### config.mk
export PLATFORM = sky130hd
export DESIGN_NAME = prog_lut_unit
export DESIGN_NICKNAME = d
export VERILOG_FILES = /design/src/rtl/prog_lut_pkg.sv /design/src/rtl/prog_lut_unit_loader.sv /design/src/rtl/prog_lut_unit.sv
export SDC_FILE = /design/constraint.sdc
export NUM_CORES = 1
export LEC_CHECK = 0
export ABC_AREA = 1
export CAP_MARGIN = 20
export CORE_UTILIZATION = 60
export DETAILED_ROUTE_END_ITERATION = 16
export DONT_BUFFER_PORTS = 1
export GPL_TIMING_DRIVEN = 0
export PLACE_DENSITY = 0.83
export SKIP_CTS_REPAIR_TIMING = 1
export SLEW_MARGIN = 10
export SYNTH_ARGS = -nofsm -noshare
export SYNTH_HDL_FRONTEND = slang
export SYNTH_SLANG_ARGS = --single-unit
### constraint.sdc
create_clock -name clk -period 1.7 [get_ports clk]
set_input_delay 0.51 -clock clk [delete_from_list [all_inputs] [get_ports clk]]
set_output_delay 0.51 -clock clk [all_outputs]
set_load 0.01 [all_outputs]
### src/rtl/prog_lut_pkg.sv
// Shared types and constants for the programmable truth-table unit.
package prog_lut_pkg;

  typedef enum logic [1:0] {
    IDLE   = 2'd0,
    LOAD   = 2'd1,
    COMMIT = 2'd2
  } ld_state_e;

  // Reset table reproducing the legacy cell: out0 = (A&B)|~C, out1 = ~C
  localparam logic [15:0] DEFAULT_INIT = 16'h0F8F;

  function automatic int tbl_bits(input int n_in, input int n_out);
    return n_out * (32'sd1 << n_in);
  endfunction

endpackage

### src/rtl/prog_lut_unit_loader.sv
// Serial table loader: LOAD/COMMIT FSM, bit counter and shadow table.
module lut_cfg_loader
  import prog_lut_pkg::*;
#(
  parameter int TBL = 16
) (
  input  logic           clk,
  input  logic           rst,
  input  logic           cfg_start,
  input  logic           cfg_valid,
  input  logic           cfg_bit,
  output logic           cfg_ready,
  output logic           cfg_done,
  output logic           busy,
  output logic           commit,
  output logic [TBL-1:0] shadow
);

  localparam int CNT_W = $clog2(TBL + 1);
  localparam logic [CNT_W-1:0] LAST_IDX = CNT_W'(TBL - 1);

  ld_state_e        state_r;
  ld_state_e        state_s;
  logic [CNT_W-1:0] cnt_r;
  logic [TBL-1:0]   shadow_r;
  logic             done_r;
  logic             accept_s;
  logic             last_s;
  logic             ready_s;
  logic             busy_s;
  logic             commit_s;

  // A restart pulse takes priority over the bit offered in the same cycle
  assign accept_s = cfg_valid && (state_r == LOAD) && !cfg_start;
  assign last_s   = accept_s && (cnt_r == LAST_IDX);

  // state register
  always_ff @(posedge clk) begin
    if (rst) begin
      state_r <= IDLE;
    end else begin
      state_r <= state_s;
    end
  end

  // next-state decode
  always_comb begin
    state_s = state_r;
    case (state_r)
      IDLE: begin
        if (cfg_start) state_s = LOAD;
        else           state_s = IDLE;
      end
      LOAD: begin
        if (last_s) state_s = COMMIT;
        else        state_s = LOAD;
      end
      COMMIT:  state_s = IDLE;
      default: state_s = IDLE;
    endcase
  end

  // Moore output decode
  always_comb begin
    ready_s  = 1'b0;
    busy_s   = 1'b0;
    commit_s = 1'b0;
    case (state_r)
      IDLE: begin
        ready_s  = 1'b0;
        busy_s   = 1'b0;
        commit_s = 1'b0;
      end
      LOAD: begin
        ready_s  = 1'b1;
        busy_s   = 1'b1;
        commit_s = 1'b0;
      end
      COMMIT: begin
        ready_s  = 1'b0;
        busy_s   = 1'b1;
        commit_s = 1'b1;
      end
      default: begin
        ready_s  = 1'b0;
        busy_s   = 1'b0;
        commit_s = 1'b0;
      end
    endcase
  end

  // bit counter, shadow table and done pulse
  always_ff @(posedge clk) begin
    if (rst) begin
      cnt_r    <= '0;
      shadow_r <= '0;
      done_r   <= 1'b0;
    end else begin
      done_r <= (state_r == COMMIT);
      if (cfg_start && (state_r != COMMIT)) begin
        cnt_r <= '0;
      end else if (accept_s) begin
        cnt_r <= cnt_r + CNT_W'(1);
      end else begin
        cnt_r <= cnt_r;
      end
      for (int i = 0; i < TBL; i++) begin
        if (accept_s && (cnt_r == CNT_W'(i))) begin
          shadow_r[i] <= cfg_bit;
        end
      end
    end
  end

  assign cfg_ready = ready_s;
  assign busy      = busy_s;
  assign commit    = commit_s;
  assign cfg_done  = done_r;
  assign shadow    = shadow_r;

endmodule

### src/rtl/prog_lut_unit.sv
// Runtime-programmable registered truth-table unit with atomic table reload.
// Optional input stability filter enabled by defining LUT_INPUT_FILTER_EN.
module prog_lut_unit
  import prog_lut_pkg::*;
#(
  parameter int N_IN  = 3,
  parameter int N_OUT = 2,
  parameter logic [tbl_bits(N_IN, N_OUT)-1:0] INIT = DEFAULT_INIT
) (
  input  logic             clk,
  input  logic             rst,
  input  logic             en,
  input  logic [N_IN-1:0]  in_vec,
  output logic [N_OUT-1:0] out_vec,
  input  logic             cfg_start,
  input  logic             cfg_valid,
  input  logic             cfg_bit,
  output logic             cfg_ready,
  output logic             cfg_done,
  output logic             busy
);

  localparam int DEPTH = 2 ** N_IN;
  localparam int TBL   = tbl_bits(N_IN, N_OUT);

  logic [TBL-1:0]   active_r;
  logic [TBL-1:0]   shadow_s;
  logic             commit_s;
  logic [N_OUT-1:0] out_r;
  logic [N_OUT-1:0] lut_s;
  logic [DEPTH-1:0] row_s;
  logic             upd_ok_s;

  lut_cfg_loader #(
    .TBL(TBL)
  ) u_loader (
    .clk      (clk),
    .rst      (rst),
    .cfg_start(cfg_start),
    .cfg_valid(cfg_valid),
    .cfg_bit  (cfg_bit),
    .cfg_ready(cfg_ready),
    .cfg_done (cfg_done),
    .busy     (busy),
    .commit   (commit_s),
    .shadow   (shadow_s)
  );

  // active table: replaced only as a whole at commit
  always_ff @(posedge clk) begin
    if (rst) begin
      active_r <= INIT;
    end else if (commit_s) begin
      active_r <= shadow_s;
    end else begin
      active_r <= active_r;
    end
  end

  // per-output row lookup addressed by in_vec
  always_comb begin
    lut_s = '0;
    row_s = '0;
    for (int o = 0; o < N_OUT; o++) begin
      row_s    = active_r[o*DEPTH +: DEPTH];
      lut_s[o] = row_s[in_vec];
    end
  end

`ifdef LUT_INPUT_FILTER_EN
  logic [N_IN-1:0] in_q_r;

  // previous input sample for the stability check
  always_ff @(posedge clk) begin
    if (rst) begin
      in_q_r <= '0;
    end else begin
      in_q_r <= in_vec;
    end
  end

  assign upd_ok_s = (in_vec == in_q_r);
`else
  assign upd_ok_s = 1'b1;
`endif

  // evaluation register; holds when disabled or input unsettled
  always_ff @(posedge clk) begin
    if (rst) begin
      out_r <= '0;
    end else if (en && upd_ok_s) begin
      out_r <= lut_s;
    end else begin
      out_r <= out_r;
    end
  end

  assign out_vec = out_r;

endmodule
# [Word-level counts from Yosys, hierarchy flattened]
# Index checks and enable logic that the tools add are counted.
[classes] n_addsub=1 mux=10 magnitude_cmp=1 n_eq_ne=18 reduce_logical=24
[ops] op="equality test 5 x 4 -> 1 bit (second input constant)" n=8
[ops] op="equality test 5 x 3 -> 1 bit (second input constant)" n=4
[ops] op="logical AND 1 bit" n=19
[ops] op="equality test 5 x 2 -> 1 bit (second input constant)" n=2
[ops] op="binary-select mux 1 bit (select 3 bit)" n=2
[ops] op="2-to-1 mux 1 bit" n=6
[ops] op="adder 5 x 1 -> 5 bit (second input constant)" n=1
[ops] op="equality test 5 x 1 -> 1 bit (second input constant)" n=1
[ops] op="logical NOT 5 bit" n=1
[ops] op="< comparator 3 x 4 -> 1 bit (second input constant)" n=1
[ops] op="case mux 2 bit (2 select lines)" n=1
[ops] op="OR reduction 2 bit" n=2
[ops] op="equality test 2 x 1 -> 1 bit (second input constant)" n=1
[ops] op="equality test 2 bit (second input constant)" n=1
[ops] op="logical NOT 2 bit" n=1
[ops] op="2-to-1 mux 2 bit" n=1
[ops] op="!= test 2 bit (second input constant)" n=1
[ops] op="logical NOT 1 bit" n=1
[word_totals] inputBits=9 output_inout_bits=5 elab_cells=75 register_bits=42

# [Logic depth before layout (Yosys ltp)]
[logic_depth] word_depth=6 mapped_depth=9 mapped_depth_nobuf=9

# [Hierarchy]
# Synthesis repeated with hierarchy kept, for this count alone.
[unflattened] cells_unflattened=276 hier_area_um2=1978.1
[modules_own_cells] module="lut_cfg_loader" area_each_um2=1169.9 cells_per_inst=166 seq_area_each_um2=480.5 n_inst=1
[modules_own_cells] module="prog_lut_unit" area_each_um2=808.3 cells_per_inst=110 seq_area_each_um2=360.3 n_inst=1

# [Least setup slack after synthesis]
# No wires, ideal clock.
[synth_timing] path_type="reg-to-reg" startpoint="register u_loader.state_r[1]" endpoint="register u_loader.shadow_r[3] (netlist: u_loader.shadow[3])" path_stages_with_launch=10 period_less_slack_ns=1.330 n_path_buf=0 slack_ns=0.370 arrival_time_ns=1.198 setup_time_ns=0.132 t_required_ns=1.568 cell_sequence="dfxtp_1 -> inv_1 -> ha_1 -> nand3_2 -> inv_2 -> nand2_1 -> inv_2 -> nand2_1 -> nand2_1 -> a21oi_1"
[synth_via] elab_chain_len=4
[synth_lines] item="start, declared" line_no="prog_lut_unit_loader.sv:22" text="ld_state_e state_r;"
[synth_lines] item="start signal, assigned" line_no="prog_lut_unit_loader.sv:42" text="state_r <= state_s;"
[synth_lines] item="equality test 2 x 1 -> 1 bit" line_no="prog_lut_unit_loader.sv:34" text="assign accept_s = cfg_valid && (state_r == LOAD) && !cfg_start;"
[synth_lines] item="logical AND 1 bit (2 in a row)" line_no="prog_lut_unit_loader.sv:34"
[synth_lines] item="logical AND 1 bit" line_no="prog_lut_unit_loader.sv:108" text="if (accept_s && (cnt_r == CNT_W'(i))) begin"
[synth_lines] item="end signal, assigned by index" line_no="prog_lut_unit_loader.sv:109" text="shadow_r[i] <= cfg_bit;"
[synth_lines] item="end, declared" line_no="prog_lut_unit_loader.sv:25" text="logic [TBL-1:0] shadow_r;"
# No other way between the ends.
# A chain may end at the register's enable or synchronous reset.

# [Final worst setup path]
[layout_timing] startpoint="register u_loader.state_r[0]" endpoint="output port busy"
[layout_via] elab_chain_len=3 elab_cells_between_ends=4 cone_classes="2 x eq/ne; 1 x mux; 1 x reduce/logical"
[layout_lines] item="equality test 2 bit or equality test 2 x 1 -> 1 bit (tied branches)" line_no="prog_lut_unit_loader.sv:68" text="case (state_r)"
[layout_lines] item="OR reduction 2 bit (no source line) (*)"
[layout_lines] item="2-to-1 mux 1 bit (*)" line_no="prog_lut_unit_loader.sv:68"
[layout_lines] item="end, declared" line_no="prog_lut_unit.sv:20" text="output logic busy"
# Every way passes the cells marked *; elsewhere a longest branch is shown, timed or not.

==> results.txt <==
The placed cell count is 289, and the via count is 1569. Routed signal wires occupy layers up through met4. The logs give 5.2% for the combinational group share of total power and 0 for the number of hold violations in the final report. On the worst path, the slowest cell contributes a delay of 0.36 ns. The clock network burns 37.6% of the power. The worst setup path is captured at an output port. For the finished layout, the period the worst path requires is 1.61 ns.

Registers are responsible for 57.3% of the overall power. Across all setup checks in the final design, the least slack found is 0.0927 ns. The full die area came out at 3360 um2.

Wires add up to 3560 um. Worst min-delay path category: input pin to flop. Worst hold slack: 0.225 ns.

The final number of max-transition violations came out at 0. The repair_antennas step left the layout with diodes totalling 0. Power spread over the standard cell area amounts to 871 nW/um2. The first global-routing pass estimated 6380 um of wire.

Count of buffers from port buffering: 0. Once the floorplan was initialized, standard cells occupied 65.9% of the core. At the end of routability-driven placement, the weighted congestion stood at 0.838. Number of iterations in the first detailed-routing pass: 10. The endpoint of the most critical setup path is busy. Max-cap violations in this run came to 0. The number of clock buffers added by TritonCTS is 5. The run gives 14 as the I/O pin count. In this run, distinct cell masters in the synthesized netlist total 20. Remaining routing DRC violations: 2. The die is 58.0 um wide. The number of buffers and inverters on the critical path works out to 1.

The run gives 1461 as the via count of the first global-routing pass. Summed over all nets, wire length on met3 after detailed routing comes to 187 um. The routed via count divided by cell count works out to 5.30. The post-place setup slack came out at 0.146 ns. After detailed routing, the wire length on met1 is 1680 um. The final reports fail on design-rule violations. For the worst flop-to-flop path, the logic depth is 9. After detailed routing, the met2 layer carries 1670 um of wire. The number of sinks on the clock net was 42; the antenna violation net count after detailed routing was 0. The logs give 0 ns for the final setup TNS and 0 for the leftover overflow at the end of global routing.

Number of warnings reported in the yosys synthesis log: 0. Number of antenna violations at the first check in global routing: 0. In this run the mean area of a mapped cell was 7.29 um2. In this design, the largest share of critical-path delay is due to flip-flops. Relative to the synthesized area, the layout overhead comes to 6.52%. The critical path starts at u_loader.state_r[0].

The clock-pin transition on the worst setup and hold timing paths is 0.12 ns, and the cell-internal power is 1.36 mW. The critical path start-end classification was flop to output port. Root buffer selected by CTS: clkbuf_4.

Setup violations remaining at the end of the flow were counted as 0. The synthesized cell area is 1880 um2. The logs give 0.0115 ns for the worst clock skew and 622 MHz for the maximum achievable frequency. The run gives 2850 um2 as the core footprint. Cells with a size suffix above 1 make up 10.6% of the layout. For the arrival time of data at the critical path endpoint, the log shows 1.10 ns.

In this run the worst path has a maximum fanout of 2. The clock reaches the later pin of the worst-skew pair after 0.35 ns. The async set or reset register ratio after synthesis came out at 0%. The analysis attributes to net switching a power of 380 uW.

Synthesis inferred 42 register bits. The signal on the critical path passes through inv_1 > ha_1. For the count of non-filler cells in the finished layout, the log shows 296. The net switching fraction of the power came out at 21.8%. The startpoint identified for the worst register-to-register timing path is u_loader.state_r[1]. At the worst endpoint, the required time is 1.19 ns. For this run, the total global-route usage over all layers was measured as 25.1%.

IR analysis of the VDD net gives a maximum drop of 0.000750 V. Final net count: 282. The main flop type after synthesis is dfxtp_1.

The post-detailed-placement half-perimeter wirelength was 2600 um; the total number of H-tree levels was 2. The worst setup path is launched from a flop. From bottom edge to top edge, the die measures 58.0 um. The endpoint identified for the worst register-to-register timing path is u_loader.shadow[7]. The clock passes through at most 2 buffers.

The run finished, with violations left. Setup slack on the worst reg-to-reg path comes out at 0.16 ns. The tools report the share of the core filled with cells as 70.2%.

Placement row count: 19. TritonCTS built the clock tree. The portion of the clock cycle consumed by the worst path in the final layout works out to 94.5%. In the synthesized netlist, the number of instances is 258.

The tools report the maximum number of pins on one net before global-route repair as 13. The logs give 68.4% for the worst max-slew margin expressed relative to the limit and 275 for the net count after synthesis. For the pin with the worst max-slew slack, the measured transition is 0.472 ns.

Counting flops with a built-in enable in the synthesized netlist gives 0. Setup repair after global routing left no endpoint under its margin. The slowest stage of the critical path is the dfxtp_1 cell. The first routing iteration left 104 violations. Dividing the detail-routed wire length by the instance count gives 12.0 um. Sequential cells were found to cover 44.7% of the synthesized design area. The count of cell instances traversed by the critical path is 2. The run gives 0.828 nW as the leakage power total.
## registers in the layout (all words and copies together), names as in the netlist
| register | cells |
|---|---|
| u_loader.shadow | 16 |
| u_loader.cfg_done | 1 |
| active_r | 16 |
| out_vec | 2 |
| u_loader.cnt_r | 5 |
| u_loader.state_r | 2 |
## per-layer routing
metal / GRT usage (%) / vias to the layer above
li1: - / 846
met1: 32.5 / 687
met2: 39.9 / 32
met3: 7.59 / 4
met4: 8.50 / 0
met5: 0 / -
## Yosys cell counts, types with 4 or more instances
cell,number,area [um2]
nor2_1,15,56.3
o21ai_0,16,80.1
dfxtp_1,42,841
clkbuf_1,5,18.8
ha_1,8,100
inv_2,9,33.8
nand3_1,25,125
buf_2,5,25.0
nor3_1,4,20.0
nand2_1,53,199
a21oi_1,33,165
inv_1,25,93.8
o21ai_1,7,35.0
## layout by cell type (no fill, tap or decap), types with 2 or more instances in the layout
cell type / n
a21oi_1: 33
nor2_1: 15
clkbuf_1: 5
nor3_1: 4
inv_2: 9
nand2_1: 53
clkbuf_4: 5
dfxtp_1: 42
clkinv_1: 2
buf_2: 5
ha_1: 7
nor3_2: 2
o21ai_1: 7
a211oi_1: 2
inv_1: 25
o21ai_0: 16
nand3_1: 25
nor2_2: 2
## metrics by stage
stage / total power, mW / area, um2
final: 1.74 / 2000
after global routing: 1.82 / 2000
after CTS: 1.75 / 2000
after detailed placement: 1.11 / 1920
after global placement: 1.11 / 1920
after floorplan: 1.09 / 1880
## cell families after synthesis
logic type	Yosys count	synth area share, %
AO/OA/AOI/OAI	58	15.7
AND/OR/NAND/NOR	104	24.8
buffers and inverters	46	9.51
adder cells (fa/ha/maj)	8	5.32
flip-flops	42	44.7
## worst min-delay path by stage
stage                  from            to  slack, ns  cells past startpoint
2_1_floorplan  active_r[12]  active_r[12]       0.43                      2
3_3_place_gp    active_r[4]   active_r[4]       0.45                      2
3_5_place_dp    active_r[5]   active_r[5]       0.45                      2
4_1_cts                  en    out_vec[0]       0.23                      1
5_1_grt                  en    out_vec[0]       0.20                      1
6_report                 en    out_vec[0]       0.22                      1
## power groups by stage
stage	Sequential (mW)	Combinational, mW	Clock (mW)
after floorplan	1.02	0.0726	0
after detailed placement	1.02	0.0899	0
final	0.999	0.0902	0.655
after CTS	0.999	0.0905	0.663
after global placement	1.02	0.0894	0
after global routing	1.00	0.105	0.712
## area by class of cell
cell class                 instances  area, um2
buffer                            10       43.8
clock buffer                       6       51.3
clock inverter                     1       30.0
fill                             253        850
inverter                          36        135
multi-input combinational        170        863
sequential                        42        841
tap                               31       38.8
Power figures use the tool's default switching activity.
